$ cat config.mk
export PLATFORM = sky130hd
export DESIGN_NAME = qam_demapper
export DESIGN_NICKNAME = d
export VERILOG_FILES = /design/src/rtl/qam_pkg.sv /design/src/rtl/qam_sym_fifo.sv /design/src/rtl/qam_demapper.sv
export SDC_FILE = /design/constraint.sdc
export NUM_CORES = 1
export LEC_CHECK = 0
export ABC_CLOCK_PERIOD_IN_PS = 2300
export CELL_PAD_IN_SITES_DETAIL_PLACEMENT = 0
export CELL_PAD_IN_SITES_GLOBAL_PLACEMENT = 1
export CORE_ASPECT_RATIO = 2
export CORE_MARGIN = 2
export CORE_UTILIZATION = 43
export DETAILED_ROUTE_END_ITERATION = 16
export GPL_ROUTABILITY_DRIVEN = 0
export PLACE_DENSITY_LB_ADDON = 0.2
export REMOVE_ABC_BUFFERS = 1
export SYNTH_ARGS = -nofsm -noshare
export SYNTH_HDL_FRONTEND = slang
export SYNTH_SLANG_ARGS = --single-unit
$ cat constraint.sdc
create_clock -name clk -period 2.3 [get_ports clk]
set_input_delay 0.345 -clock clk [delete_from_list [all_inputs] [get_ports clk]]
set_output_delay 0.345 -clock clk [all_outputs]
set_load 0.01 [all_outputs]
$ cat src/rtl/qam_pkg.sv
// Shared types for the 4-QAM mapper/demapper pair: constellation level,
// symbol encodings, FIFO entry layout and serializer states.
package qam_pkg;

    localparam int LEVEL = 3;

    typedef logic [1:0] sym_t;

    // Bit pairs as placed on the constellation by the mapper, named by (I,Q) sign
    localparam sym_t SYM_NP = 2'b00;
    localparam sym_t SYM_PP = 2'b01;
    localparam sym_t SYM_PN = 2'b11;
    localparam sym_t SYM_NN = 2'b10;

    typedef struct packed {
        logic d1;
        logic d0;
        logic lowconf;
    } entry_t;

    typedef enum logic [1:0] {
        ST_IDLE = 2'd0,
        ST_MSB  = 2'd1,
        ST_LSB  = 2'd2
    } state_e;

endpackage

$ cat src/rtl/qam_sym_fifo.sv
// Small synchronous FIFO holding decided symbols; exposes the head and the
// entry behind it so the serializer can move to the next symbol without a bubble.
module qam_sym_fifo #(
    parameter int WIDTH = 3,
    parameter int DEPTH = 4
) (
    input  logic                       clk,
    input  logic                       rst_ni,
    input  logic                       push_i,
    input  logic [WIDTH-1:0]           push_data_i,
    input  logic                       pop_i,
    output logic [WIDTH-1:0]           head_o,
    output logic [WIDTH-1:0]           next_o,
    output logic                       full_o,
    output logic                       empty_o,
    output logic [$clog2(DEPTH):0]     count_o
);

    localparam int AW = $clog2(DEPTH);
    localparam logic [AW-1:0] PTR_ONE = AW'(1);

    logic [WIDTH-1:0] mem_q [DEPTH];
    logic [AW-1:0]    wr_ptr_q, rd_ptr_q;
    logic [AW:0]      count_q, count_d;
    logic             do_push, do_pop;

    assign full_o  = (count_q == (AW+1)'(DEPTH));
    assign empty_o = (count_q == '0);
    assign count_o = count_q;
    assign head_o  = mem_q[rd_ptr_q];
    assign next_o  = mem_q[rd_ptr_q + PTR_ONE];

    assign do_push = push_i && !full_o;
    assign do_pop  = pop_i && !empty_o;

    always_comb begin
        count_d = count_q;
        case ({do_push, do_pop})
            2'b10:   count_d = count_q + (AW+1)'(1);
            2'b01:   count_d = count_q - (AW+1)'(1);
            default: count_d = count_q;
        endcase
    end

    always_ff @(posedge clk or negedge rst_ni) begin
        if (!rst_ni) begin
            wr_ptr_q <= '0;
            rd_ptr_q <= '0;
            count_q  <= '0;
        end else begin
            if (do_push) wr_ptr_q <= wr_ptr_q + PTR_ONE;
            if (do_pop)  rd_ptr_q <= rd_ptr_q + PTR_ONE;
            count_q <= count_d;
        end
    end

    // Storage needs no reset: pointers and count define which entries are live
    always_ff @(posedge clk) begin
        if (do_push) mem_q[wr_ptr_q] <= push_data_i;
    end

endmodule

$ cat src/rtl/qam_demapper.sv
// 4-QAM hard-decision demapper: slices I/Q samples into bit pairs, queues them
// and re-serializes MSB-first onto a valid/ready bit stream.
module qam_demapper
    import qam_pkg::*;
#(
    parameter int W      = 3,
    parameter int THRESH = 2,
    parameter int DEPTH  = 4,
    parameter int CW     = 16
) (
    input  logic                clk,
    input  logic                reset,
    input  logic signed [W-1:0] i_in,
    input  logic signed [W-1:0] q_in,
    input  logic                sym_valid,
    output logic                sym_ready,
    output logic                bit_out,
    output logic                bit_lowconf,
    output logic                bit_valid,
    input  logic                bit_ready,
    output logic [CW-1:0]       sym_count,
    output logic [CW-1:0]       lowconf_count
);

    localparam int AW = $clog2(DEPTH);

    logic [W:0]  i_ext, q_ext, i_mag, q_mag;
    logic        i_pos, lowconf, accept;
    sym_t        in_sym;
    entry_t      in_entry, head, next_entry, load_entry;
    logic        fifo_full, fifo_empty, pop;
    logic [AW:0] occupancy;

    state_e      state_q, state_d;
    logic        bit_out_q, bit_out_d;
    logic        bit_lc_q, bit_lc_d;
    logic        bit_valid_q, bit_valid_d;
    logic        pend_d0_q, pend_d0_d;
    logic [CW-1:0] sym_count_q, lc_count_q;

    // One extra bit keeps the most negative sample's magnitude representable
    assign i_ext = {i_in[W-1], i_in};
    assign q_ext = {q_in[W-1], q_in};
    assign i_mag = i_in[W-1] ? (~i_ext + (W+1)'(1)) : i_ext;
    assign q_mag = q_in[W-1] ? (~q_ext + (W+1)'(1)) : q_ext;

    assign i_pos    = !i_in[W-1] && (i_in != '0);
    assign in_sym   = {q_in[W-1], i_pos};
    assign lowconf  = (int'(i_mag) < THRESH) || (int'(q_mag) < THRESH);
    assign in_entry = '{d1: in_sym[1], d0: in_sym[0], lowconf: lowconf};

    assign sym_ready = !fifo_full;
    assign accept    = sym_valid && sym_ready;

    qam_sym_fifo #(
        .WIDTH ($bits(entry_t)),
        .DEPTH (DEPTH)
    ) u_fifo (
        .clk         (clk),
        .rst_ni      (reset),
        .push_i      (accept),
        .push_data_i (in_entry),
        .pop_i       (pop),
        .head_o      (head),
        .next_o      (next_entry),
        .full_o      (fifo_full),
        .empty_o     (fifo_empty),
        .count_o     (occupancy)
    );

    // Symbol to load when starting an MSB: the head from IDLE; after a pop the
    // entry behind it, or the one being pushed on that same edge if none remains
    always_comb begin
        load_entry = head;
        if (state_q == ST_LSB) begin
            load_entry = (occupancy > (AW+1)'(1)) ? next_entry : in_entry;
        end
    end

    always_comb begin
        state_d     = state_q;
        bit_out_d   = bit_out_q;
        bit_lc_d    = bit_lc_q;
        bit_valid_d = bit_valid_q;
        pend_d0_d   = pend_d0_q;
        pop         = 1'b0;
        case (state_q)
            ST_IDLE: begin
                if (!fifo_empty) begin
                    state_d     = ST_MSB;
                    bit_out_d   = load_entry.d1;
                    bit_lc_d    = load_entry.lowconf;
                    pend_d0_d   = load_entry.d0;
                    bit_valid_d = 1'b1;
                end
            end
            ST_MSB: begin
                if (bit_ready) begin
                    state_d   = ST_LSB;
                    bit_out_d = pend_d0_q;
                end
            end
            ST_LSB: begin
                if (bit_ready) begin
                    pop = 1'b1;
                    if ((occupancy > (AW+1)'(1)) || accept) begin
                        state_d   = ST_MSB;
                        bit_out_d = load_entry.d1;
                        bit_lc_d  = load_entry.lowconf;
                        pend_d0_d = load_entry.d0;
                    end else begin
                        state_d     = ST_IDLE;
                        bit_out_d   = 1'b0;
                        bit_lc_d    = 1'b0;
                        bit_valid_d = 1'b0;
                    end
                end
            end
            default: begin
                state_d     = ST_IDLE;
                bit_out_d   = 1'b0;
                bit_lc_d    = 1'b0;
                bit_valid_d = 1'b0;
            end
        endcase
    end

    always_ff @(posedge clk or negedge reset) begin
        if (!reset) begin
            state_q     <= ST_IDLE;
            bit_out_q   <= 1'b0;
            bit_lc_q    <= 1'b0;
            bit_valid_q <= 1'b0;
            pend_d0_q   <= 1'b0;
        end else begin
            state_q     <= state_d;
            bit_out_q   <= bit_out_d;
            bit_lc_q    <= bit_lc_d;
            bit_valid_q <= bit_valid_d;
            pend_d0_q   <= pend_d0_d;
        end
    end

    always_ff @(posedge clk or negedge reset) begin
        if (!reset) begin
            sym_count_q <= '0;
            lc_count_q  <= '0;
        end else if (accept) begin
            sym_count_q <= sym_count_q + CW'(1);
            if (lowconf) lc_count_q <= lc_count_q + CW'(1);
        end
    end

    assign bit_out       = bit_out_q;
    assign bit_lowconf   = bit_lc_q;
    assign bit_valid     = bit_valid_q;
    assign sym_count     = sym_count_q;
    assign lowconf_count = lc_count_q;

endmodule

## Word-level counts from Yosys, hierarchy flattened

Memory sizes are Yosys's and may differ from the RTL's.
Index checks and enable logic that the tools add are counted.

| word-level totals | value |
|---|---|
| flip-flop bits (word level) | 45 |
| bits in writable memories | 12 |
| input port bits | 10 |
| output and inout bits | 36 |
| logic and storage cells | 85 |
| memories kept | 1 |

Memories:

| memory | words | bits a word | read ports | clocked after memory_dff | write ports | line | text |
|---|---|---|---|---|---|---|---|
| u_fifo.mem_q | 4 | 3 | 2 | 0 | 1 | qam_sym_fifo.sv:22 | `logic [WIDTH-1:0] mem_q [DEPTH];` |

| operators by class | value |
|---|---|
| add/sub/neg operators | 8 |
| magnitude comparators | 3 |
| eq/ne operators | 10 |
| muxes and demuxes | 31 |
| bitwise gates (word level) | 3 |
| reduce and logical (&&, ||, !) cells | 19 |

Operators by type and width:

| kind | number |
|---|---|
| 16-bit by 1-bit adder with 16-bit output, second input constant | 2 |
| 1-bit 2-to-1 mux | 18 |
| 1-bit case mux with 3 select lines | 3 |
| 4-bit by 1-bit adder with 4-bit output, second input constant | 2 |
| 4-bit by 2-bit < comparator with 1-bit output, second input constant | 2 |
| 4-bit 2-to-1 mux | 2 |
| 2-bit != test, second input constant | 4 |
| 4-bit inverter | 2 |
| 4-bit AND reduction | 2 |
| 2-bit 2-to-1 mux | 3 |
| 3-bit 2-to-1 mux | 2 |
| 2-bit case mux with 3 select lines | 1 |
| 3-bit case mux with 2 select lines | 1 |
| 3-bit AND reduction | 2 |
| 2-bit by 1-bit adder with 2-bit output, second input constant | 2 |
| 2-bit by 1-bit == test with 1-bit output, second input constant | 2 |
| 2-bit == test, second input constant | 2 |
| 1-bit logical AND | 4 |
| 2-bit nonzero test | 2 |
| 3-bit by 1-bit adder with 3-bit output, second input constant | 1 |
| 3-bit == test, second input constant | 1 |
| 3-bit by 1-bit greater-than comparator with 1-bit output, second input constant | 1 |
| 1-bit logical NOT | 3 |
| 3-bit logical NOT | 1 |
| 8 further kinds | 9 |

## Longest topological paths before layout

Gate-level depths: netlist of the first run.

| depth | value |
|---|---|
| word-level depth | 10 |
| depth in mapped cells | 9 |
| gate-level depth less buffers | 8 |

## Hierarchy

From an unflattened synthesis of the first run, not the netlist that was laid out.

| second synthesis, totals | value |
|---|---|
| cell total of the unflattened synthesis | 231 |
| area total of the unflattened synthesis | 2829.0 um^2 |

By module, submodules not included:

| module | times used | cells an instance | area an instance (um^2) | seq. area each (um^2) |
|---|---|---|---|---|
| qam_demapper | 1 | 173 | 1889.3 | 950.9 |
| qam_sym_fifo | 1 | 58 | 939.7 | 535.5 |

## Worst setup path after synthesis of the first run

OpenSTA, ideal clock, no wires.

| path | value |
|---|---|
| path type | register to register |
| start | register u_fifo.count_q[0] (netlist: u_fifo.count_o[0]) |
| end | register u_fifo.count_q[2] (netlist: u_fifo.count_o[2]) |
| setup time | 0.127 ns |
| arrival | 1.745 ns |
| data required time | 2.173 ns |
| slack | 0.428 ns |
| cell stages (with the launch flop) | 10 |
| path buffers | 1 |
| period minus slack after synthesis | 1.872 ns |
| cells stage by stage | dfrtp_1 -> inv_1 -> ha_1 -> a21boi_4 -> buf_2 -> inv_1 -> ha_1 -> mux2i_1 -> nor2_1 -> xor2_1 |

| on the way | value |
|---|---|
| word-level cells in the longest chain between the ends | 6 |
| elaborated cells between the ends (all ways) | 13 |
| those cells by class | add/sub (2); eq/ne (3); mux (1); reduce/logical (7) |

Ends and longest elaborated chain:

| what | line | text |
|---|---|---|
| start: declaration | qam_sym_fifo.sv:24 | `logic [AW:0] count_q, count_d;` |
| start signal: assignment | qam_sym_fifo.sv:53 | `count_q <= count_d;` |
| 3-bit == test | qam_sym_fifo.sv:27 | `assign full_o = (count_q == (AW+1)'(DEPTH));` |
| 1-bit logical NOT | qam_sym_fifo.sv:33, qam_demapper.sv:52 |  |
| 1-bit logical AND | qam_demapper.sv:53 | `assign accept = sym_valid && sym_ready;` |
| 1-bit logical AND | qam_sym_fifo.sv:33 | `assign do_push = push_i && !full_o;` |
| 2-bit by 1-bit == test with 1-bit output or 2-bit == test (tied branches) | qam_sym_fifo.sv:38 | `case ({do_push, do_pop})` |
| 3-bit case mux with 2 select lines or 2-bit nonzero test (tied branches) | -- |  |

Several ways; a longest one is shown, not always the timed one.
A chain may end at the register's enable or synchronous reset.

## Final worst setup path of the first run

| path | value |
|---|---|
| start | register u_fifo.count_q[1] (netlist: u_fifo.count_o[1]) |
| end | register u_fifo.count_q[2] (netlist: u_fifo.count_o[2]) |

| on the way | value |
|---|---|
| elaborated cells between the ends (all ways) | 13 |
| those cells by class | add/sub (2); eq/ne (3); mux (1); reduce/logical (7) |

RTL lines:

| what | line | text |
|---|---|---|
| 3-bit logical NOT (*) | qam_sym_fifo.sv:28 | `assign empty_o = (count_q == '0);` |
| 1-bit logical NOT (*) | qam_sym_fifo.sv:34 | `assign do_pop = pop_i && !empty_o;` |
| 1-bit logical AND (*) | qam_sym_fifo.sv:34 |  |
| via u_fifo.do_pop | qam_sym_fifo.sv:25 | `logic do_push, do_pop;` |
| 2-bit by 1-bit == test with 1-bit output or 2-bit == test (tied branches) | qam_sym_fifo.sv:38 |  |
| 3-bit case mux with 2 select lines or 2-bit nonzero test (tied branches) | -- |  |

Mark *: on every way through the listed nets, which the timed path passes. The rest lies on a longest branch.

==> summary.md, run 1 <==
| Metric | Value |
|---|---|
| Outcome | finished, final reports clean |
| Setup_tns | 0 ns |
| Clock transition at path regs | 0.05 ns |
| Htree depth | 3 |
| Relative slew margins | 60.7% |
| Vias in the first global route | about 2,300 |
| Crit path launch type | register |
| Nets | around 330 |
| Die width | about 63 µm |
| DR vias | between 2,000 and 2,500 |
| CTS Sinks | 57 |
| WS Path Type | register to register |
| Skew-Pair Late Insertion Delay | 0.32 ns |
| Max clock buf depth | 2 |
| YS warnings | 0 |
| Worst Setup Slack, final | about 0.20 ns |
| Pwr Total | roughly 4.5 mW |
| Part of the cycle the worst path needs | between 90% and 100% |
| Std cell rows | 42 |
| Unrepaired setup endpoints after global routing | no |
| Slew Limit Fails | 0 |
| Mean Syn Cell Area | 11.9 µm² |
| Min Hold Slack | between 0.1 and 0.15 ns |
| Min-Delay Path Class | input port to async pin |
| Worst Path Arrival | 2.35 ns |
| Synth-to-Final Area Change | 31.2% |
| Setup-failing EPs final | 0 |
| Clock skew | between 0.007 and 0.008 ns |
| Final non-filler cell area | ~3900 µm² |
| Avg Vias per Cell | slightly above 5 |
| Total wire length | roughly 6200 µm |
| Crit path time final | 2.10 ns |
| Max-cap check violation count | 0 |
| Setup bufs post-CTS | 0 |
| Wire per inst | around 15 µm |
| Port Buffers | 45 |
| Initial Utilization | between 40% and 50% |
| Synth Instances | about 250 |
| Post-route ant nets | 0 |
| Post-synthesis adder-cell area fraction | under 10% |
| Global-route wire length before repair | between 10,000 and 15,000 µm |
| Mapped Area | a little under 3000 µm² |
| Crit. End Element | register |
| Sequential fraction of the synthesis area | 50.3% |
| Die Area | about 7600 µm² |
| Synth unique cells | 50 |
| Die Y | 121 µm |
| Largest area contributor in the netlist | dfrtp_1 |
| DP Area | around 3600 µm² |
| # diodes | 0 |
| Layout Cells excl Fill | 403 |
| Simple-gate share of the synthesized area | 13.7% |
| Share of the synthesized area in the top cell type | a little under two fifths |
| Initial antenna violation count | 0 |
| Num CTS Buffers | 9 |
| Max frequency | roughly 0.48 GHz |
| Slew @ Worst Pin | between 0.5 and 0.6 ns |
| CTS root buf | clkbuf_16 |
| Max Fanout on Critical Path | 6 |
| Worst VDD drop | 0.816 mV |
| Final routed DRC violation total | 0 |
| Leakage power | about 1.6 nW |
| Largest family of logic cells by synthesized area | simple AND/OR/NAND/NOR gates |
| Fin util | 58.6% |
| I/O pin cnt | 46 |
| Share of cells above drive strength 1 | approximately an eighth |
| Post-synthesis mux area share | 6.14% |
| Power Dens Cells | between 1000 and 1500 nW/µm² |
| #FFs+latches synth | 57 |
| Post-DP HPWL | between 4000 and 5000 µm |
| First-pass DRT Iterations | 4 |
| Starting DRC count in detailed routing | a little over 70 |
| CTS tree | yes |
| Final hold violation count | 0 |
| Compound-gate portion of the synthesized area | about 10% |
| CORE AREA | roughly 6600 µm² |
| Dominant cells by area after synthesis | dfrtp_1 (38%), edfxtp_1 (12%), xnor2_1 (7.1%) |
| Post-Place Setup Slack | ~0.095 ns |
| WP data required | between 2 and 3 ns |
| Overflow after GRT | 0 |
| All-Layer GR Usage | 18.2% |
| Post-synthesis xor/xnor area fraction | 10.7% |
| # hold bufs at CTS | 0 |
| Placed Instances | approximately 390 |
| Largest net degree at the start of global routing | 46 |
| CTS resizes | 0 |
[flip-flops by register name (all words and copies together), names as in the netlist]
register / count
state_q: 2
lowconf_count: 16
bit_lowconf: 1
u_fifo.rd_ptr_q: 2
u_fifo.wr_ptr_q: 2
sym_count: 16
u_fifo.count_o: 3
bit_out: 1
bit_valid: 1
pend_d0_q: 1
u_fifo.mem_q: 12
[metal layers]
| layer | up-vias | track usage (%) | part of all wire (%) |
|---|---|---|---|
| met3 | 11 | 4.17 | 3.2 |
| li1 | 1024 | - | - |
| met5 | - | 0 | 0 |
| met2 | 41 | 34.6 | 58 |
| met4 | 0 | 10.0 | 2.7 |
| met1 | 1019 | 17.8 | 36 |
[cell usage after synthesis, drive strengths merged]
cell	number
nor4b	1
nor3b	2
nand4	8
dfrtp	45
mux4	6
o2111ai	6
clkbuf	2
mux2	2
mux2i	2
a21oi	1
nand3	4
o21a	3
nor2	12
a21boi	1
o21ba	1
a211o	1
xor2	12
nor3	7
and4	2
nand2	14
o32ai	1
a31oi	1
and2	6
o21ai	11
or4	1
edfxtp	12
or2	2
inv	13
and3	5
o221ai	1
buf	8
or3b	1
xnor2	24
ha	13
nand3b	1
o21bai	1
o22ai	3
nor2b	2
o211ai	8
nand2b	2
a22o	1
[worst max-delay path, cell delays in order (launching register included)]
cell and delay, ns:
dfrtp_1 0.41, inv_1 0.12, ha_1 0.24, nor2b_1 0.39, nor2_1 0.18, ha_1 0.38, nor2_1 0.16, xor2_1 0.15
[layout by cell type, fill, tap and decap left out, types with 7 or more instances in the layout]
cell type        count
buf_4               15
clkbuf_16            9
clkdlybuf4s50_1     44
dfrtp_1             45
edfxtp_1            12
ha_1                13
inv_1               13
nand2_1             14
nor2_1              12
o211ai_1             7
xnor2_1             24
xor2_1              12
[logic make-up (layout without fill, tap and decap cells)]
family | count (synthesis) | after routing
flops | 57 | 57
simple gates | 70 | 70
compound gates | 40 | 40
xor+xnor | 36 | 36
fa+ha+maj | 13 | 13
buf+inv | 23 | 89
mux | 10 | 10
[final cells by class]
cell class / instances / area, µm²
Fill cell: 595 / 2740
Sequential cell: 57 / 1490
Multi-Input combinational cell: 169 / 1360
Timing Repair Buffer: 60 / 558
Clock buffer: 13 / 250
Tap cell: 88 / 110
Clock inverter: 3 / 65.1
Inverter: 13 / 48.8
[worst paths after layout]
kind	from	end	slack, ns	cells after the start
worst max-delay path	u_fifo.count_o[1]$_DFFE_PN0P_	u_fifo.count_o[2]$_DFFE_PN0P_	0.20	7
worst min-delay path	reset	state_q[1]$_DFFE_PN0P_	0.11	2
worst max register to register	u_fifo.count_o[1]$_DFFE_PN0P_	u_fifo.count_o[2]$_DFFE_PN0P_	0.20	7
worst min register to register	sym_count[15]$_DFFE_PN0N_	sym_count[15]$_DFFE_PN0N_	0.47	1
max in group asynchronous	reset	sym_count[6]$_DFFE_PN0N_	1.78	2
min in group clk	sym_count[15]$_DFFE_PN0N_	sym_count[15]$_DFFE_PN0N_	0.47	1
[power by group]
group | switching [mW] | internal (mW) | total (mW) | leakage, nW
combinational | 0.704 | 0.823 | 1.53 | 0.809
clock | 0.428 | 0.975 | 1.40 | 0.154
sequential | 0.299 | 1.31 | 1.61 | 0.684
Power figures use the tool's default switching activity.
==> run 2: changes to the inputs <==
CORE_ASPECT_RATIO = 1.5   (was 2)
GPL_ROUTABILITY_DRIVEN = unset   (was 0)
GPL_TIMING_DRIVEN = 1   (was unset)
==> summary.md, run 2 (synthesis gave the netlist of run 1 again) <==
| Metric | Value |
|---|---|
| Share of cells above drive strength 1 | 13.4% |
| Overflow after GRT | 0 |
| Avg Vias per Cell | between 5 and 6 |
| Relative slew margins | between 60% and 70% |
| Vias in the first global route | about 2,100 |
| Global-route wire length before repair | roughly 10,000 µm |
| Placer Congestion | just under 0.8 |
| CTS tree | yes |
| Total wire length | between 5000 and 6000 µm |
| Most common cell after layout, fill and taps aside | dfrtp_1 |
| Placed Instances | 376 |
| Setup_tns | 0 ns |
| CORE AREA | slightly below 7000 µm² |
| CTS root buf | clkbuf_8 |
| I/O pin cnt | 46 |
| Unrepaired setup endpoints after global routing | no |
| Max frequency | 0.507 GHz |
| Power Dens Cells | between 1000 and 1500 nW/µm² |
| Starting DRC count in detailed routing | 95 |
| Initial antenna violation count | 0 |
| Logic pwr share | between 30% and 40% |
| Worst R2R Path Depth | 8 |
| Setup-failing EPs final | 0 |
| Std cell rows | 37 |
| Share of power burned in registers | about two fifths |
| Worst Path Arrival | approximately 1.6 ns |
| Max Fanout on Critical Path | 4 |
| Post-route ant nets | 0 |
| R2R Setup Slk | 0.37 ns |
| Die width | 71.7 µm |
| Num CTS Buffers | 9 |
| Slew @ Worst Pin | approximately 0.59 ns |
| Final routed DRC violation total | 0 |
| DR vias | about 2,100 |
| Clock power frac | 20.3% |
| All-Layer GR Usage | about 17% |
| WP data required | between 1.5 and 2 ns |
| Skew-Pair Late Insertion Delay | about 0.32 ns |
| Final non-filler cell area | 3710 µm² |
| Outcome | finished, final reports clean |
| Largest net degree at the start of global routing | 46 |
| Min-Delay Path Class | input port to async pin |
| Htree depth | 3 |
| Commonest cells after routing, fill and taps aside | dfrtp_1 (45), clkdlybuf4s50_1 (44), xnor2_1 (24), nand2_1 (14), buf_4 (14) |
| Slew Limit Fails | 0 |
| WS Path Type | register to output pin |
| Crit path launch type | register |
| Layout Cells excl Fill | approximately 390 |
| Die Y | 106 µm |
| Switching part of the total power | between 30% and 40% |
| Leakage power | approximately 1.6 nW |
| Synth-to-Final Area Change | 25.5% |
| Initial Utilization | between 40% and 50% |
| Max clock buf depth | 2 |
| Die Area | around 7600 µm² |
| # diodes | 0 |
| # hold bufs at CTS | 0 |
| Max-cap check violation count | 0 |
| Crit. End Element | output pin |
| Clock transition at path regs | around 0.070 ns |
| Port Buffers | 45 |
| Crit path time final | 1.97 ns |
| Worst VDD drop | 0.450 mV |
| Part of the cycle the worst path needs | between 80 and 90% |
| Final hold violation count | 0 |
| Clock skew | 0.00704 ns |
| CTS Sinks | 57 |
| FF-to-FF Start | u_fifo.count_o[1]$_DFFE_PN0P_ |
| Switching pwr | ~1.4 mW |
| Post-DP HPWL | approximately 4200 µm |
| DP Area | ~3500 µm² |
| First-pass DRT Iterations | 4 |
| FF-to-FF End | u_fifo.count_o[2]$_DFFE_PN0P_ |
| Internal power | between 2 and 3 mW |
| Wire per inst | approximately 15 µm |
| Nets | approximately 330 |
| Pwr Total | 3.90 mW |
run 2: critical path, cell delays in order, from the launching register on:
cell	delay [ns]
dfrtp_1	0.38
inv_1	0.09
ha_1	0.23
nand2_1	0.07
clkdlybuf4s50_1	0.52
run 2: worst max-delay path by stage:
stage / depth (start not counted) / slack, ns / endpoint / startpoint
2_1_floorplan: 8 / 0.47 / u_fifo.count_o[2]$_DFFE_PN0P_ / u_fifo.count_o[0]$_DFFE_PN0P_
3_3_place_gp: 7 / 0.20 / lowconf_count[1]$_DFFE_PN0P_ / q_in[0]
3_5_place_dp: 7 / 0.15 / lowconf_count[1]$_DFFE_PN0P_ / q_in[0]
4_1_cts: 7 / 0.18 / u_fifo.count_o[2]$_DFFE_PN0P_ / u_fifo.count_o[1]$_DFFE_PN0P_
5_1_grt: 7 / 0.15 / u_fifo.count_o[2]$_DFFE_PN0P_ / u_fifo.count_o[1]$_DFFE_PN0P_
6_report: 4 / 0.33 / sym_ready / u_fifo.count_o[1]$_DFFE_PN0P_
run 2: area by class of cell:
class                   instances  area [µm²]
clock buffers                  12         145
clock inverters                 4        18.8
fillers                       624        3050
inverters                      13        48.8
multi-input cells             169        1360
flip-flops and latches         57        1490
well taps                      78        97.6
repair buffers                 59         551
run 2: per-layer routing:
layer | track usage, % | vias up | part of all wire, %
met1 | 20.9 | 1017 | 43
met5 | 0 | - | 0
li1 | - | 1010 | -
met2 | 28.6 | 37 | 52
met4 | 6.47 | 0 | 1.6
met3 | 4.59 | 7 | 3.7
run 2: repair_timing:
| action | CTS | global route |
|---|---|---|
| setup endpoints to repair | 0 | 1 |
| resized for setup | 0 | 1 |
| setup buffers | 0 | 0 |
run 2: through the flow:
stage                     utilization (%)  hold WS (ns)  setup slack, ns
after floorplan                         -        0.0494            0.467
after global placement               52.4         0.457            0.202
after detailed placement             52.4         0.456            0.152
after CTS                            54.9         0.116            0.183
after global routing                 54.9         0.145            0.154
final                                54.9        0.0930            0.329
run 2: power by group through the flow:
| stage | combinational [mW] | clock (mW) | sequential, mW |
|---|---|---|---|
| final | 1.52 | 0.792 | 1.59 |
| after global routing | 1.68 | 0.874 | 1.64 |
| after CTS | 1.55 | 0.824 | 1.60 |
| after detailed placement | 1.54 | 0 | 1.61 |
| after global placement | 1.51 | 0 | 1.60 |
| after floorplan | 0.846 | 0 | 1.67 |
